$ cat config.mk
export PLATFORM = sky130hd
export DESIGN_NAME = if_stage
export DESIGN_NICKNAME = d
export VERILOG_FILES = /design/src/rtl/riscv_pkg.sv /design/src/rtl/if_stage_pc_next.sv /design/src/rtl/if_stage.sv
export SDC_FILE = /design/constraint.sdc
export NUM_CORES = 1
export LEC_CHECK = 0
export CAP_MARGIN = 40
export CORE_AREA = 2 2 124 126
export CTS_CLUSTER_DIAMETER = 100
export CTS_CLUSTER_SIZE = 30
export DETAILED_ROUTE_END_ITERATION = 16
export DIE_AREA = 0 0 126 128
export PLACE_DENSITY = 0.87
export SLEW_MARGIN = 40
export SYNTH_ARGS = -nofsm -noshare
export SYNTH_HDL_FRONTEND = slang
export SYNTH_HIERARCHICAL = 1
export SYNTH_SLANG_ARGS = --single-unit
$ cat constraint.sdc
create_clock -name clk -period 12.03 [get_ports clk]
set_input_delay 1.203 -clock clk [delete_from_list [all_inputs] [get_ports clk]]
set_output_delay 1.203 -clock clk [all_outputs]
set_load 0.05 [all_outputs]
$ cat src/rtl/riscv_pkg.sv
// Shared types and constants for the fetch stage.
package riscv_pkg;

    localparam int unsigned XLEN             = 32;
    localparam logic [31:0] NOP_INSTR        = 32'h0000_0013;
    localparam logic [31:0] DEFAULT_RESET_PC = 32'h0000_0000;

    typedef enum logic {
        FETCH = 1'b0,
        FAULT = 1'b1
    } fetch_state_e;

    typedef struct packed {
        logic            valid;
        logic [XLEN-1:0] pc;
        logic [XLEN-1:0] pc4;
        logic [XLEN-1:0] instr;
    } if_id_t;

endpackage

$ cat src/rtl/if_stage_pc_next.sv
// Next-PC selection: redirect target, hold, or sequential +4.
module pc_next
    import riscv_pkg::*;
#(
    parameter int unsigned XLEN = 32
) (
    input  logic [XLEN-1:0] pc,
    input  logic            redirect,
    input  logic [XLEN-1:0] redirect_pc,
    input  fetch_state_e    state,
    input  logic            stall,
    output logic [XLEN-1:0] pc_nxt,
    output logic [XLEN-1:0] pc_plus4,
    output logic            target_misaligned
);

    assign pc_plus4          = pc + XLEN'(4);
    assign target_misaligned = |redirect_pc[1:0];

    // Priority: redirect > fault hold > stall hold > sequential.
    // A misaligned redirect keeps the current PC.
    always_comb begin
        pc_nxt = pc_plus4;
        if (redirect) begin
            pc_nxt = target_misaligned ? pc : redirect_pc;
        end else if (state == FAULT) begin
            pc_nxt = pc;
        end else if (stall) begin
            pc_nxt = pc;
        end
    end

endmodule

$ cat src/rtl/if_stage.sv
// Instruction-fetch stage: PC register, IF/ID pipeline register,
// FETCH/FAULT state machine and a fetch counter.
module if_stage
    import riscv_pkg::*;
#(
    parameter int unsigned    XLEN     = 32,
    parameter logic [XLEN-1:0] RESET_PC = DEFAULT_RESET_PC
) (
    input  logic            clk,
    input  logic            rst,
    input  logic            stall_i,
    input  logic            redirect_i,
    input  logic [XLEN-1:0] redirect_pc_i,
    output logic [XLEN-1:0] rom_addr_o,
    input  logic [XLEN-1:0] rom_rd_i,
    output logic            if_id_valid_o,
    output logic [XLEN-1:0] if_id_pc_o,
    output logic [XLEN-1:0] if_id_pc4_o,
    output logic [XLEN-1:0] if_id_instr_o,
    output logic            fetch_fault_o,
    output logic [XLEN-1:0] fetch_cnt_o
);

    fetch_state_e    state, state_d;
    logic [XLEN-1:0] pc, pc_d, pc_plus4;
    logic            misaligned;
    if_id_t          if_id, if_id_d;
    logic            fault, fault_d;
    logic [XLEN-1:0] cnt, cnt_d;

    pc_next #(
        .XLEN (XLEN)
    ) u_pc_next (
        .pc                (pc),
        .redirect          (redirect_i),
        .redirect_pc       (redirect_pc_i),
        .state             (state),
        .stall             (stall_i),
        .pc_nxt            (pc_d),
        .pc_plus4          (pc_plus4),
        .target_misaligned (misaligned)
    );

    // Next-state, IF/ID, fault flag and counter selection.
    always_comb begin
        state_d = state;
        if_id_d = if_id;
        fault_d = fault;
        cnt_d   = cnt;
        if (redirect_i) begin
            // squash keeps the previous pc/pc4 in IF/ID
            if_id_d.valid = 1'b0;
            if_id_d.instr = NOP_INSTR;
            if (misaligned) begin
                state_d = FAULT;
                fault_d = 1'b1;
            end else begin
                state_d = FETCH;
                fault_d = 1'b0;
            end
        end else if (state == FAULT) begin
            if_id_d.valid = 1'b0;
            if_id_d.instr = NOP_INSTR;
        end else if (!stall_i) begin
            if_id_d.valid = 1'b1;
            if_id_d.pc    = pc;
            if_id_d.pc4   = pc_plus4;
            if_id_d.instr = rom_rd_i;
            cnt_d         = cnt + XLEN'(1);
        end
    end

    // State and datapath registers with asynchronous reset.
    always_ff @(posedge clk or posedge rst) begin
        if (rst) begin
            state <= FETCH;
            pc    <= RESET_PC;
            if_id <= '{valid: 1'b0, pc: '0, pc4: '0, instr: NOP_INSTR};
            fault <= 1'b0;
            cnt   <= '0;
        end else begin
            state <= state_d;
            pc    <= pc_d;
            if_id <= if_id_d;
            fault <= fault_d;
            cnt   <= cnt_d;
        end
    end

    assign rom_addr_o    = pc;
    assign if_id_valid_o = if_id.valid;
    assign if_id_pc_o    = if_id.pc;
    assign if_id_pc4_o   = if_id.pc4;
    assign if_id_instr_o = if_id.instr;
    assign fetch_fault_o = fault;
    assign fetch_cnt_o   = cnt;

endmodule

==> impl_results.rst, run 1 <==
.. list-table::
   :header-rows: 1

   * - Metric
     - Value
   * - Outcome
     - finished clean
   * - Highest attainable clock frequency
     - roughly 290 MHz
   * - Final count of pins violating max slew
     - 0
   * - Min cycle time layout
     - 3480 ps
   * - Start point of the worst min-delay path
     - if_id_pc4_o[2]
   * - Post-Syn Area
     - 7460 um^2
   * - Total number of H-tree levels
     - 4
   * - Yosys warning total
     - 6
   * - TritonCTS clock tree
     - done
   * - Wire per inst
     - 18.3 um
   * - Class of the most critical setup path
     - input port to flip-flop
   * - Number of instances in the synthesized netlist
     - roughly 770
   * - Area of all placed cells without fillers
     - 10500 um^2
   * - Clock buffer count from CTS
     - 17
   * - Global-route wire length before repair
     - between 30000 and 40000 um
   * - Max rail drop VDD
     - about 0.00011 V
   * - Slew at the pin with the worst max-slew slack
     - 800 ps
   * - LEAKAGE
     - 4.63 nW
   * - Startpoint type of the worst setup path
     - input port
   * - CP Data Required Time
     - 12380 ps
   * - Total power consumption of the routed design
     - ~1.9 mW
   * - Average footprint of a synthesized cell
     - 9.71 um^2
   * - Yosys cell types
     - between 50 and 60
   * - Part of the Yosys area used for sequential elements
     - a little over half
   * - Final core utilization
     - a little over two thirds
   * - Vias after detailed routing
     - 6640
   * - Critical register-to-register path startpoint
     - fetch_cnt_o[0]
   * - Ratio of final minimum period to clock period
     - between 20 and 30%
   * - Power density over cell area
     - between 150 and 200 nW/um^2
   * - Weighted congestion reported at the end of routability-driven placement
     - between 0.9 and 1
   * - Path class of the lowest-slack min-delay path
     - flip-flop to flip-flop
   * - Internal cell power
     - 1.16 mW
   * - Clock insertion delay at the later pin of the skew report
     - roughly 430 ps
   * - 1st-pass router iterations
     - 5
   * - Placed insts
     - 1154
   * - Nets@finish
     - between 1k and 1.5k
   * - Max-slew headroom at the worst pin
     - 46.3%
   * - Iter 0 DRT Violations
     - 564
   * - FP Rows
     - 45
   * - Post-CTS Setup Bufs
     - 0
   * - Area of the die
     - 16100 um^2
   * - GRT Util Overall
     - 26.8%
   * - Instance area after placement
     - roughly 9900 um^2
   * - P&R area growth vs syn
     - 40.1%
   * - Initial antenna violation count
     - 0
   * - Setup TNS after final layout
     - 0 ps
   * - Share of power burned in registers
     - 37.2%
   * - Critical path data arrival time
     - 3830 ps
   * - Setup repair after global routing missed its margin
     - no
   * - Number of routed nets with antenna violations
     - 0
   * - DRC violations left
     - 0
   * - CTS clock-pin slew for the worst setup and hold paths
     - 70 ps
   * - Post_cts resized
     - 0
   * - Final setup violation count
     - 0
   * - Number of global-route vias before repair
     - 6559
   * - Synth Net Count
     - 839
   * - CTS Hold Bufs
     - 0
   * - Switching power
     - roughly 0.76 mW
   * - Top Ports
     - 230
   * - Final Instance Count excl. Fillers
     - 1186
   * - DIE HEIGHT
     - 128 um
   * - Wire length reported by the detailed router
     - ~22000 um
   * - Via/cell ratio
     - ~5.6
   * - Setup crit end kind
     - flip-flop
   * - Number of enable-type register cells in the synthesized netlist
     - 0
   * - Critical-path maximum fanout
     - 70
   * - Fraction of layout instances using a drive strength above 1
     - 6.51%
   * - Final antenna diode count
     - 0
   * - Share of power burned in combinational logic
     - 35.0%
   * - Initial core utilization
     - 50.2%
   * - Max Root-Sink Buffers
     - 2
   * - Hold Violations, Final
     - 0
   * - Floorplan Core Area
     - about 15000 um^2
   * - Die span in x
     - 126 um
   * - Port Buffers
     - 229
   * - Max cap viols
     - 0
   * - Yosys reg bits
     - 162
   * - CP startpoint
     - redirect_i
   * - Library cell used as clock root buffer
     - sky130_fd_sc_hd__clkbuf_16
   * - Switching Fraction
     - between 30% and 40%
   * - Overflow left after global routing
     - 0
   * - Clock Power Share
     - 27.7%
   * - Maximum number of pins on one net before global-route repair
     - 114
   * - Clock sinks
     - ~160
   * - Worst clock skew
     - 17.3 ps
   * - Most frequently used flop master after synthesis
     - sky130_fd_sc_hd__dfrtp_1
   * - HPWL reported at the end of detailed placement
     - 14900 um
   * - Synth async-reset ratio
     - 100%
## registers in the layout, summed over array words and instances, names as in the netlist
name	count
if_id_valid_o	1
if_id_pc_o	32
if_id_instr_o	32
if_id_pc4_o	32
fetch_fault_o	1
rom_addr_o	32
fetch_cnt_o	32
## logic make-up (layout without fill, tap and decap cells)
kind of cell	Yosys count	in the layout	share of synthesized area, %
simple gates	405	405	25.3
flops	162	162	54.4
compound gates	88	88	9.30
xor+xnor	59	59	6.92
buf+inv	48	277	3.07
mux	5	5	0.687
fa+ha+maj	2	2	0.335
## routing by layer
metal	GRT usage [%]	wire length [um]	vias to the layer above	part of all wire, %
li1	-	-	3069	-
met1	35.6	9300	3229	43
met2	42.6	10300	291	47
met3	5.76	1420	51	6.5
met4	12.1	720	0	3.3
met5	0	0	-	0
## critical path, cell delays in order
cell,delay (ps)
sky130_fd_sc_hd__clkdlybuf4s50_1,780
sky130_fd_sc_hd__or3_2,680
sky130_fd_sc_hd__buf_4,350
sky130_fd_sc_hd__or2_1,380
sky130_fd_sc_hd__nor3_1,250
sky130_fd_sc_hd__xor2_1,170
## placed cells by master (no fill, tap or decap), types with 8 or more instances in the layout
cell type / netlist / routed
sky130_fd_sc_hd__xor2_1: 18 / 18
sky130_fd_sc_hd__xnor2_1: 41 / 41
sky130_fd_sc_hd__dfrtp_1: 159 / 159
sky130_fd_sc_hd__and2_1: 9 / 8
sky130_fd_sc_hd__a22o_1: 29 / 29
sky130_fd_sc_hd__a211oi_1: 9 / 9
sky130_fd_sc_hd__and3_1: 15 / 15
sky130_fd_sc_hd__inv_1: 9 / 8
sky130_fd_sc_hd__nor3_1: 15 / 14
sky130_fd_sc_hd__nand2_1: 243 / 242
sky130_fd_sc_hd__nor2_1: 42 / 42
sky130_fd_sc_hd__clkdlybuf4s50_1: 0 / 229
sky130_fd_sc_hd__nand3_1: 25 / 25
sky130_fd_sc_hd__nand4_1: 25 / 25
sky130_fd_sc_hd__clkbuf_16: 0 / 17
## final timing paths
path	to	slack (ps)	cells after the start
max reg2reg	fetch_cnt_o[26]	9710	5
min reg2reg	if_id_pc4_o[2]	480	2
min in group asynchronous	if_id_instr_o[25]	1250	2
max	fetch_cnt_o[9]	8550	6
min	if_id_pc4_o[2]	480	2
max in group asynchronous	if_id_pc_o[27]	9710	3
## stage by stage
stage               hold WS [ps]  setup slack (ps)
floorplan                    622              6460
global placement             458              8180
detailed placement           462              8110
CTS                          481              8550
global route                 494              8420
finish                       478              8550
## power groups by stage
stage	Sequential, mW	Clock (mW)	Combinational, mW
6_report	0.719	0.535	0.676
5_1_grt	0.731	0.562	0.710
4_1_cts	0.718	0.540	0.679
3_5_place_dp	0.726	0	0.676
3_3_place_gp	0.724	0	0.667
2_1_floorplan	1.01	0	0.138
## final cells by class
class	instances	area, um^2
fill	1103	4400
clock buffer	20	447
inverter	9	46.3
multi-input combinational	559	3190
timing repair buffer	236	2340
tap	188	235
clock inverter	12	135
sequential	162	4060
## cell usage after synthesis (9+ instances only)
| library cell | count | area share, % |
|---|---|---|
| sky130_fd_sc_hd__nand2_1 | 243 | 12 |
| sky130_fd_sc_hd__dfrtp_1 | 159 | 53 |
| sky130_fd_sc_hd__nor2_1 | 42 | 2.1 |
| sky130_fd_sc_hd__xnor2_1 | 41 | 4.8 |
| sky130_fd_sc_hd__a22o_1 | 29 | 3.4 |
| sky130_fd_sc_hd__nand3_1 | 25 | 1.7 |
| sky130_fd_sc_hd__nand4_1 | 25 | 2.1 |
| sky130_fd_sc_hd__clkbuf_1 | 21 | 1.1 |
| sky130_fd_sc_hd__xor2_1 | 18 | 2.1 |
| sky130_fd_sc_hd__and3_1 | 15 | 1.3 |
| sky130_fd_sc_hd__nor3_1 | 15 | 1.0 |
| sky130_fd_sc_hd__a211oi_1 | 9 | 0.91 |
| sky130_fd_sc_hd__and2_1 | 9 | 0.75 |
| sky130_fd_sc_hd__inv_1 | 9 | 0.45 |
No activity file was read; power rests on OpenSTA's default activity.
==> inputs of run 2 (changes only) <==
CORE_AREA = 2 2 130 132   (was 2 2 124 126)
DIE_AREA = 0 0 132 134   (was 0 0 126 128)
PLACE_DENSITY = 0.8   (was 0.87)
clock period = 3.5 ns   (was 12.03 ns; I/O delays follow)
==> impl_results.rst, run 2 (synthesis results as in run 1) <==
.. list-table::
   :header-rows: 1

   * - Metric
     - Value
   * - Setup TNS after final layout
     - 0 ps (unchanged)
   * - Total number of H-tree levels
     - 4 (unchanged)
   * - Post_cts resized
     - 0 (unchanged)
   * - Critical-path maximum fanout
     - 70 (unchanged)
   * - Final core utilization
     - 64.8% (was 70.4%)
   * - Final count of pins violating max slew
     - 0 (unchanged)
   * - Fraction of layout instances using a drive strength above 1
     - 6.77% (was 6.51%)
   * - Share of power burned in registers
     - 37.7% (was 37.2%)
   * - Most common library cell in the layout ignoring fill and taps
     - sky130_fd_sc_hd__nand2_1 (unchanged)
   * - Critical path data arrival time
     - 2630 ps (was 3830 ps)
   * - Internal cell power
     - 3.98 mW (was 1.16 mW)
   * - Outcome
     - finished clean (unchanged)
   * - Maximum number of pins on one net before global-route repair
     - 71 (was 114)
   * - LEAKAGE
     - 4.66 nW (was 4.63 nW)
   * - CP Data Required Time
     - 3840 ps (was 12380 ps)
   * - FP Rows
     - 47 (was 45)
   * - Clock sinks
     - 162 (unchanged)
   * - Number of routed nets with antenna violations
     - 0 (unchanged)
   * - P&R area growth vs syn
     - 41.4% (was 40.1%)
   * - Global-route wire length before repair
     - 34600 um (was 34400 um)
   * - Vias after detailed routing
     - 6608 (was 6640)
   * - Iter 0 DRT Violations
     - 662 (was 564)
   * - Max Used Layer
     - met5 (was met4)
   * - Via/cell ratio
     - 5.40 (was 5.60)
   * - Library cell used as clock root buffer
     - sky130_fd_sc_hd__clkbuf_16 (unchanged)
   * - Top Ports
     - 230 (unchanged)
   * - Crit-path cells
     - clkdlybuf4s50_1, or3_2, buf_4, or2_1, nor3_1, xor2_1 (unchanged)
   * - Clock buffer count from CTS
     - 17 (unchanged)
   * - Slowest stage cell, crit path
     - sky130_fd_sc_hd__clkdlybuf4s50_1 (unchanged)
   * - Wire per inst
     - 17.8 um (was 18.3 um)
   * - 1st-pass router iterations
     - 5 (unchanged)
   * - Worst clock skew
     - 9.81 ps (was 17.3 ps)
   * - GRT Util Overall
     - 24.7% (was 26.8%)
   * - Share of power burned in combinational logic
     - 35.5% (was 35.0%)
   * - Setup crit end kind
     - flip-flop (unchanged)
   * - Post-CTS Setup Bufs
     - 0 (unchanged)
   * - Port Buffers
     - 229 (unchanged)
   * - Final setup violation count
     - 0 (unchanged)
   * - Clock Power Share
     - 26.8% (was 27.7%)
   * - Power density over cell area
     - 622 nW/um^2 (was 184 nW/um^2)
   * - Max cap viols
     - 0 (unchanged)
   * - Slew at the pin with the worst max-slew slack
     - 742 ps (was 800 ps)
   * - Number of cells on the worst reg-to-reg path
     - 5 (unchanged)
   * - Startpoint type of the worst setup path
     - input port (unchanged)
   * - Max rail drop VDD
     - 0.000385 V (was 0.000114 V)
   * - Switching Fraction
     - 39.4% (was 39.6%)
   * - Hold Violations, Final
     - 0 (unchanged)
   * - Die span in x
     - 132 um (was 126 um)
   * - Reg2Reg Setup Slack
     - 1280 ps (was 9710 ps)
   * - Final antenna diode count
     - 0 (unchanged)
   * - TritonCTS clock tree
     - done (unchanged)
   * - Ratio of final minimum period to clock period
     - 65.5%
   * - CTS Hold Bufs
     - 0 (unchanged)
   * - Switching power
     - 2.59 mW (was 0.765 mW)
   * - Worst stage delay on the critical path
     - 560 ps (was 780 ps)
   * - Highest attainable clock frequency
     - 436 MHz
   * - Length of routed wiring on met1
     - 9290 um (was 9300 um)
   * - Area of the die
     - 17700 um^2 (was 16100 um^2)
   * - Most used cells in the layout excluding fill and tap cells
     - sky130_fd_sc_hd__nand2_1 (243), sky130_fd_sc_hd__clkdlybuf4s50_1 (229), sky130_fd_sc_hd__dfrtp_1 (159), sky130_fd_sc_hd__nor2_1 (42), sky130_fd_sc_hd__xnor2_1 (41) (was sky130_fd_sc_hd__nand2_1 (242), sky130_fd_sc_hd__clkdlybuf4s50_1 (229), sky130_fd_sc_hd__dfrtp_1 (159), sky130_fd_sc_hd__nor2_1 (42), sky130_fd_sc_hd__xnor2_1 (41))
   * - Final Instance Count excl. Fillers
     - 1224 (was 1186)
   * - Max-slew headroom at the worst pin
     - 50.2% (was 46.3%)
   * - Worst path depth
     - 6 (unchanged)
   * - Class of the most critical setup path
     - input port to flip-flop (unchanged)
   * - Routed length on met3
     - 1610 um (was 1420 um)
   * - Floorplan Core Area
     - 16300 um^2 (was 14900 um^2)
   * - Placed insts
     - 1192 (was 1154)
   * - Weighted congestion reported at the end of routability-driven placement
     - 0.887 (was 0.937)
   * - Endpoint of the lowest-slack register-to-register path
     - rom_addr_o[18] (was fetch_cnt_o[26])
   * - Met2 wire len
     - 10400 um (was 10300 um)
   * - Cell family with most CP delay
     - simple AND/OR/NAND/NOR gates (unchanged)
   * - Overflow left after global routing
     - 0 (unchanged)
   * - Number of global-route vias before repair
     - 6338 (was 6559)
   * - Min cycle time layout
     - 2290 ps
   * - DIE HEIGHT
     - 134 um (was 128 um)
   * - Nets@finish
     - 1061 (was 1055)
   * - Sum of buffers and inverters on the critical path
     - 2 (unchanged)
   * - Initial antenna violation count
     - 1 (was 0)
   * - Critical register-to-register path startpoint
     - rom_addr_o[3] (was fetch_cnt_o[0])
   * - DRC violations left
     - 0 (unchanged)
   * - Initial core utilization
     - 45.8% (was 50.2%)
   * - Clock insertion delay at the later pin of the skew report
     - 410 ps (was 430 ps)
   * - Setup repair after global routing missed its margin
     - no (unchanged)
   * - Wire length reported by the detailed router
     - 21700 um (about the same)
   * - Max Root-Sink Buffers
     - 2 (unchanged)
   * - Path class of the lowest-slack min-delay path
     - input port to async pin (was flip-flop to flip-flop)
   * - CTS clock-pin slew for the worst setup and hold paths
     - 60 ps (was 70 ps)
   * - HPWL reported at the end of detailed placement
     - 15500 um (was 14900 um)
[run 2: worst max path at each step]
| stage | startpoint | end | slack (ps) |
|---|---|---|---|
| 6_report | stall_i | fetch_cnt_o[9] | 1210 |
| 5_1_grt | stall_i | fetch_cnt_o[9] | 1040 |
| 4_1_cts | stall_i | fetch_cnt_o[9] | 1210 |
| 3_5_place_dp | stall_i | fetch_cnt_o[9] | 760 |
| 3_3_place_gp | stall_i | fetch_cnt_o[9] | 840 |
| 2_1_floorplan | rst | fetch_cnt_o[0] | 1100 |
[run 2: final cells by class]
type / count / area, um^2
fill: 1371 / 5730
sequential: 162 / 4060
multi-input combinational: 559 / 3190
timing repair buffer: 242 / 2430
clock buffer: 24 / 482
tap: 220 / 275
clock inverter: 8 / 78.8
inverter: 9 / 37.5
[run 2: metal layers]
metal	vias to the layer above	global-route usage, %
met5	-	0
met4	2	7.97
met3	31	5.56
met2	283	39.1
met1	3220	34.0
li1	3072	-
[run 2: power by group through the flow]
stage          clock, mW  combinational (mW)  sequential [mW]
4_1_cts             1.80                2.34             2.48
5_1_grt             1.87                2.44             2.52
2_1_floorplan          0               0.476             3.47
3_5_place_dp           0                2.33             2.50
6_report            1.76                2.33             2.48
3_3_place_gp           0                2.31             2.49
[run 2: metrics by stage]
stage | setup slack [ps] | power (mW) | hold WS, ps | instance area (um^2)
CTS | 1210 | 6.61 | 316 | 10600
detailed placement | 764 | 4.83 | 462 | 9990
global placement | 844 | 4.80 | 458 | 9960
floorplan | 1100 | 3.95 | 452 | 7470
finish | 1210 | 6.57 | 322 | 10600
global route | 1040 | 6.83 | 349 | 10600
==> inputs of run 3 (changes only) <==
CORE_AREA = 2 2 135 137   (was 2 2 130 132)
DIE_AREA = 0 0 137 139   (was 0 0 132 134)
PLACE_DENSITY = 0.78   (was 0.8)
clock period = 1.91 ns   (was 3.5 ns; I/O delays follow)
==> impl_results.rst, run 3 (synthesis results as in run 1) <==
.. list-table::
   :header-rows: 1

   * - Metric
     - Value
   * - Global-route wire length before repair
     - 36600 um (was 34600 um)
   * - Outcome
     - finished clean (unchanged)
   * - Highest attainable clock frequency
     - approximately 530 MHz
   * - Sum of buffers and inverters on the critical path
     - 1 (was 2)
   * - Crit-path cells
     - ha_2, or4b_4, nor4_4, buf_12, nand4_1, xnor2_1 (was clkdlybuf4s50_1, or3_2, buf_4, or2_1, nor3_1, xor2_1)
   * - Most common library cell in the layout ignoring fill and taps
     - sky130_fd_sc_hd__nand2_1 (unchanged)
   * - Weighted congestion reported at the end of routability-driven placement
     - 0.890 (was 0.887)
   * - Worst clock skew
     - 10.7 ps (was 9.81 ps)
   * - Final count of pins violating max slew
     - 0 (unchanged)
   * - Max rail drop VDD
     - 0.000699 V (was 0.000385 V)
   * - CTS Hold Bufs
     - 0 (unchanged)
   * - Final setup violation count
     - 0 (unchanged)
   * - 1st-pass router iterations
     - 5 (unchanged)
   * - CP startpoint
     - fetch_cnt_o[1] (was stall_i)
   * - P&R area growth vs syn
     - 47.9% (was 41.4%)
   * - Max-slew headroom at the worst pin
     - 48.4% (was 50.2%)
   * - Via/cell ratio
     - 5.24 (was 5.40)
   * - Iter 0 DRT Violations
     - 485 (was 662)
   * - Met2 wire len
     - 10600 um (was 10400 um)
   * - Worst stage delay on the critical path
     - 500 ps (was 560 ps)
   * - Area of the die
     - 19000 um^2 (was 17700 um^2)
   * - Min cycle time layout
     - ~1900 ps
   * - Floorplan Core Area
     - 17700 um^2 (was 16300 um^2)
   * - Overflow left after global routing
     - 0 (unchanged)
   * - Routed length on met3
     - 1620 um (was 1610 um)
   * - Power density over cell area
     - 1120 nW/um^2 (was 622 nW/um^2)
   * - Area of all placed cells without fillers
     - 11000 um^2 (was 10600 um^2)
   * - Ratio of final minimum period to clock period
     - 98.3%
   * - Setup crit end kind
     - flip-flop (unchanged)
   * - Instance area after placement
     - 10400 um^2 (was 9990 um^2)
   * - Nets@finish
     - 1119 (was 1061)
   * - DIE HEIGHT
     - 139 um (was 134 um)
   * - Clock sinks
     - 162 (unchanged)
   * - Class of the most critical setup path
     - flip-flop to flip-flop (was input port to flip-flop)
   * - CP Data Required Time
     - 2220 ps (was 3840 ps)
   * - Length of routed wiring on met1
     - 9850 um (was 9290 um)
   * - Maximum number of pins on one net before global-route repair
     - 76 (was 71)
   * - Final antenna diode count
     - 0 (unchanged)
   * - Clock buffer count from CTS
     - 17 (unchanged)
   * - CTS clock-pin slew for the worst setup and hold paths
     - 70 ps (was 60 ps)
   * - Number of routed nets with antenna violations
     - 0 (unchanged)
   * - Clock insertion delay at the later pin of the skew report
     - 430 ps (was 410 ps)
   * - Cell family with most CP delay
     - simple AND/OR/NAND/NOR gates (unchanged)
   * - Number of global-route vias before repair
     - 6761 (was 6338)
   * - Startpoint type of the worst setup path
     - flip-flop (was input port)
   * - Die span in x
     - 137 um (was 132 um)
   * - Critical-path maximum fanout
     - 12 (was 70)
   * - Wire per inst
     - 17.5 um (was 17.8 um)
   * - Initial core utilization
     - 42.3% (was 45.8%)
   * - HPWL reported at the end of detailed placement
     - 16000 um (was 15500 um)
   * - Path class of the lowest-slack min-delay path
     - input port to async pin (unchanged)
   * - TritonCTS clock tree
     - done (unchanged)
   * - GRT Util Overall
     - 24.4% (was 24.7%)
   * - Total number of H-tree levels
     - 4 (unchanged)
   * - Slowest stage cell, crit path
     - sky130_fd_sc_hd__or4b_4 (was sky130_fd_sc_hd__clkdlybuf4s50_1)
   * - Wire length reported by the detailed router
     - 22600 um (was 21700 um)
   * - Critical path data arrival time
     - 2190 ps (was 2630 ps)
   * - Critical register-to-register path startpoint
     - fetch_cnt_o[1] (was rom_addr_o[3])
   * - LEAKAGE
     - 5.20 nW (was 4.66 nW)
   * - Max cap viols
     - 0 (unchanged)
   * - Initial antenna violation count
     - 1 (unchanged)
   * - Library cell used as clock root buffer
     - sky130_fd_sc_hd__clkbuf_16 (unchanged)
   * - Setup repair after global routing missed its margin
     - yes (was no)
   * - Fraction of layout instances using a drive strength above 1
     - 15.1% (was 6.77%)
   * - Slew at the pin with the worst max-slew slack
     - 774 ps (was 742 ps)
   * - Max Used Layer
     - met4 (was met5)
   * - Final core utilization
     - 62.5% (was 64.8%)
   * - FP Rows
     - 49 (was 47)
   * - Vias after detailed routing
     - 6770 (was 6608)
   * - Hold Violations, Final
     - 0 (unchanged)
   * - Port Buffers
     - 229 (unchanged)
   * - Top Ports
     - 230 (unchanged)
   * - Max Root-Sink Buffers
     - 2 (unchanged)
   * - DRC violations left
     - 0 (unchanged)
   * - Most used cells in the layout excluding fill and tap cells
     - sky130_fd_sc_hd__nand2_1 (242), sky130_fd_sc_hd__clkdlybuf4s50_1 (173), sky130_fd_sc_hd__dfrtp_1 (156), sky130_fd_sc_hd__buf_4 (82), sky130_fd_sc_hd__xnor2_1 (41) (was sky130_fd_sc_hd__nand2_1 (243), sky130_fd_sc_hd__clkdlybuf4s50_1 (229), sky130_fd_sc_hd__dfrtp_1 (159), sky130_fd_sc_hd__nor2_1 (42), sky130_fd_sc_hd__xnor2_1 (41))
-- run 3: changes by cell type in the layout (fill, tap and decap cells not counted), moves of 4 or more --
cell | before | now
sky130_fd_sc_hd__buf_12 | 2 | 7
sky130_fd_sc_hd__buf_4 | 10 | 82
sky130_fd_sc_hd__clkbuf_1 | 4 | 0
sky130_fd_sc_hd__clkdlybuf4s50_1 | 229 | 173
sky130_fd_sc_hd__clkinvlp_4 | 5 | 1
sky130_fd_sc_hd__dlygate4sd2_1 | 0 | 30
sky130_fd_sc_hd__dlymetal6s2s_1 | 0 | 7
sky130_fd_sc_hd__inv_6 | 0 | 8
sky130_fd_sc_hd__inv_8 | 0 | 4
-- run 3: area by class of cell --
type | count | area (um^2)
Tap cell | 229 | 287
Fill cell | 1467 | 6620
Timing Repair Buffer | 300 | 2850
Sequential cell | 162 | 4060
Clock buffer | 17 | 425
Multi-Input combinational cell | 559 | 3220
Inverter | 9 | 37.5
Clock inverter | 15 | 156
-- run 3: path summary, 6_finish.rpt --
check / endpoint / slack [ps] / cells past startpoint
min in group clk: rom_addr_o[30] / 360 / 3
worst min register to register: if_id_pc_o[13] / 470 / 2
worst max-delay path: fetch_cnt_o[24] / 30 / 6
worst min-delay path: if_id_pc_o[3] / 70 / 2
worst max register to register: fetch_cnt_o[24] / 30 / 6
max in group asynchronous: if_id_instr_o[1] / 1190 / 3
-- run 3: where the power goes --
group / total (mW) / switching [mW] / internal [mW]
combinational: 4.61 / 3.07 / 1.54
sequential: 4.37 / 0.395 / 3.97
clock: 3.37 / 1.61 / 1.76
-- run 3: metal layers --
metal  GRT usage [%]  vias up
li1                -     3194
met1            33.5     3275
met2            37.2      265
met3            6.10       36
met4            9.55        0
met5               0        -
-- run 3: worst register-to-register path, stage by stage (launching register included) --
cell and delay [ps]:
sky130_fd_sc_hd__dfrtp_1 400, sky130_fd_sc_hd__ha_2 210, sky130_fd_sc_hd__or4b_4 500, sky130_fd_sc_hd__nor4_4 200, sky130_fd_sc_hd__buf_12 170, sky130_fd_sc_hd__nand4_1 130, sky130_fd_sc_hd__xnor2_1 150
-- run 3: through the flow --
| stage | cells | TNS (ps) | power [mW] | worst slack [ps] | hold slack, ps |
|---|---|---|---|---|---|
| finish | 1291 | 0 | 12.3 | 33.3 | 68.3 |
| global route | 1291 | -139 | 12.9 | -42.6 | 68.5 |
| CTS | 1289 | 0 | 12.4 | 1.45 | 57.1 |
| detailed placement | 1257 | -9140 | 9.06 | -235 | 461 |
| global placement | 1257 | -4910 | 9.00 | -176 | 458 |
| floorplan | 769 | -57450 | 7.23 | -335 | 293 |
-- run 3: what timing repair did --
action                                  4_1_cts  5_1_grt
endpoints found under the setup margin       33       41
resized for setup                            32       24
buffers inserted                              0        2
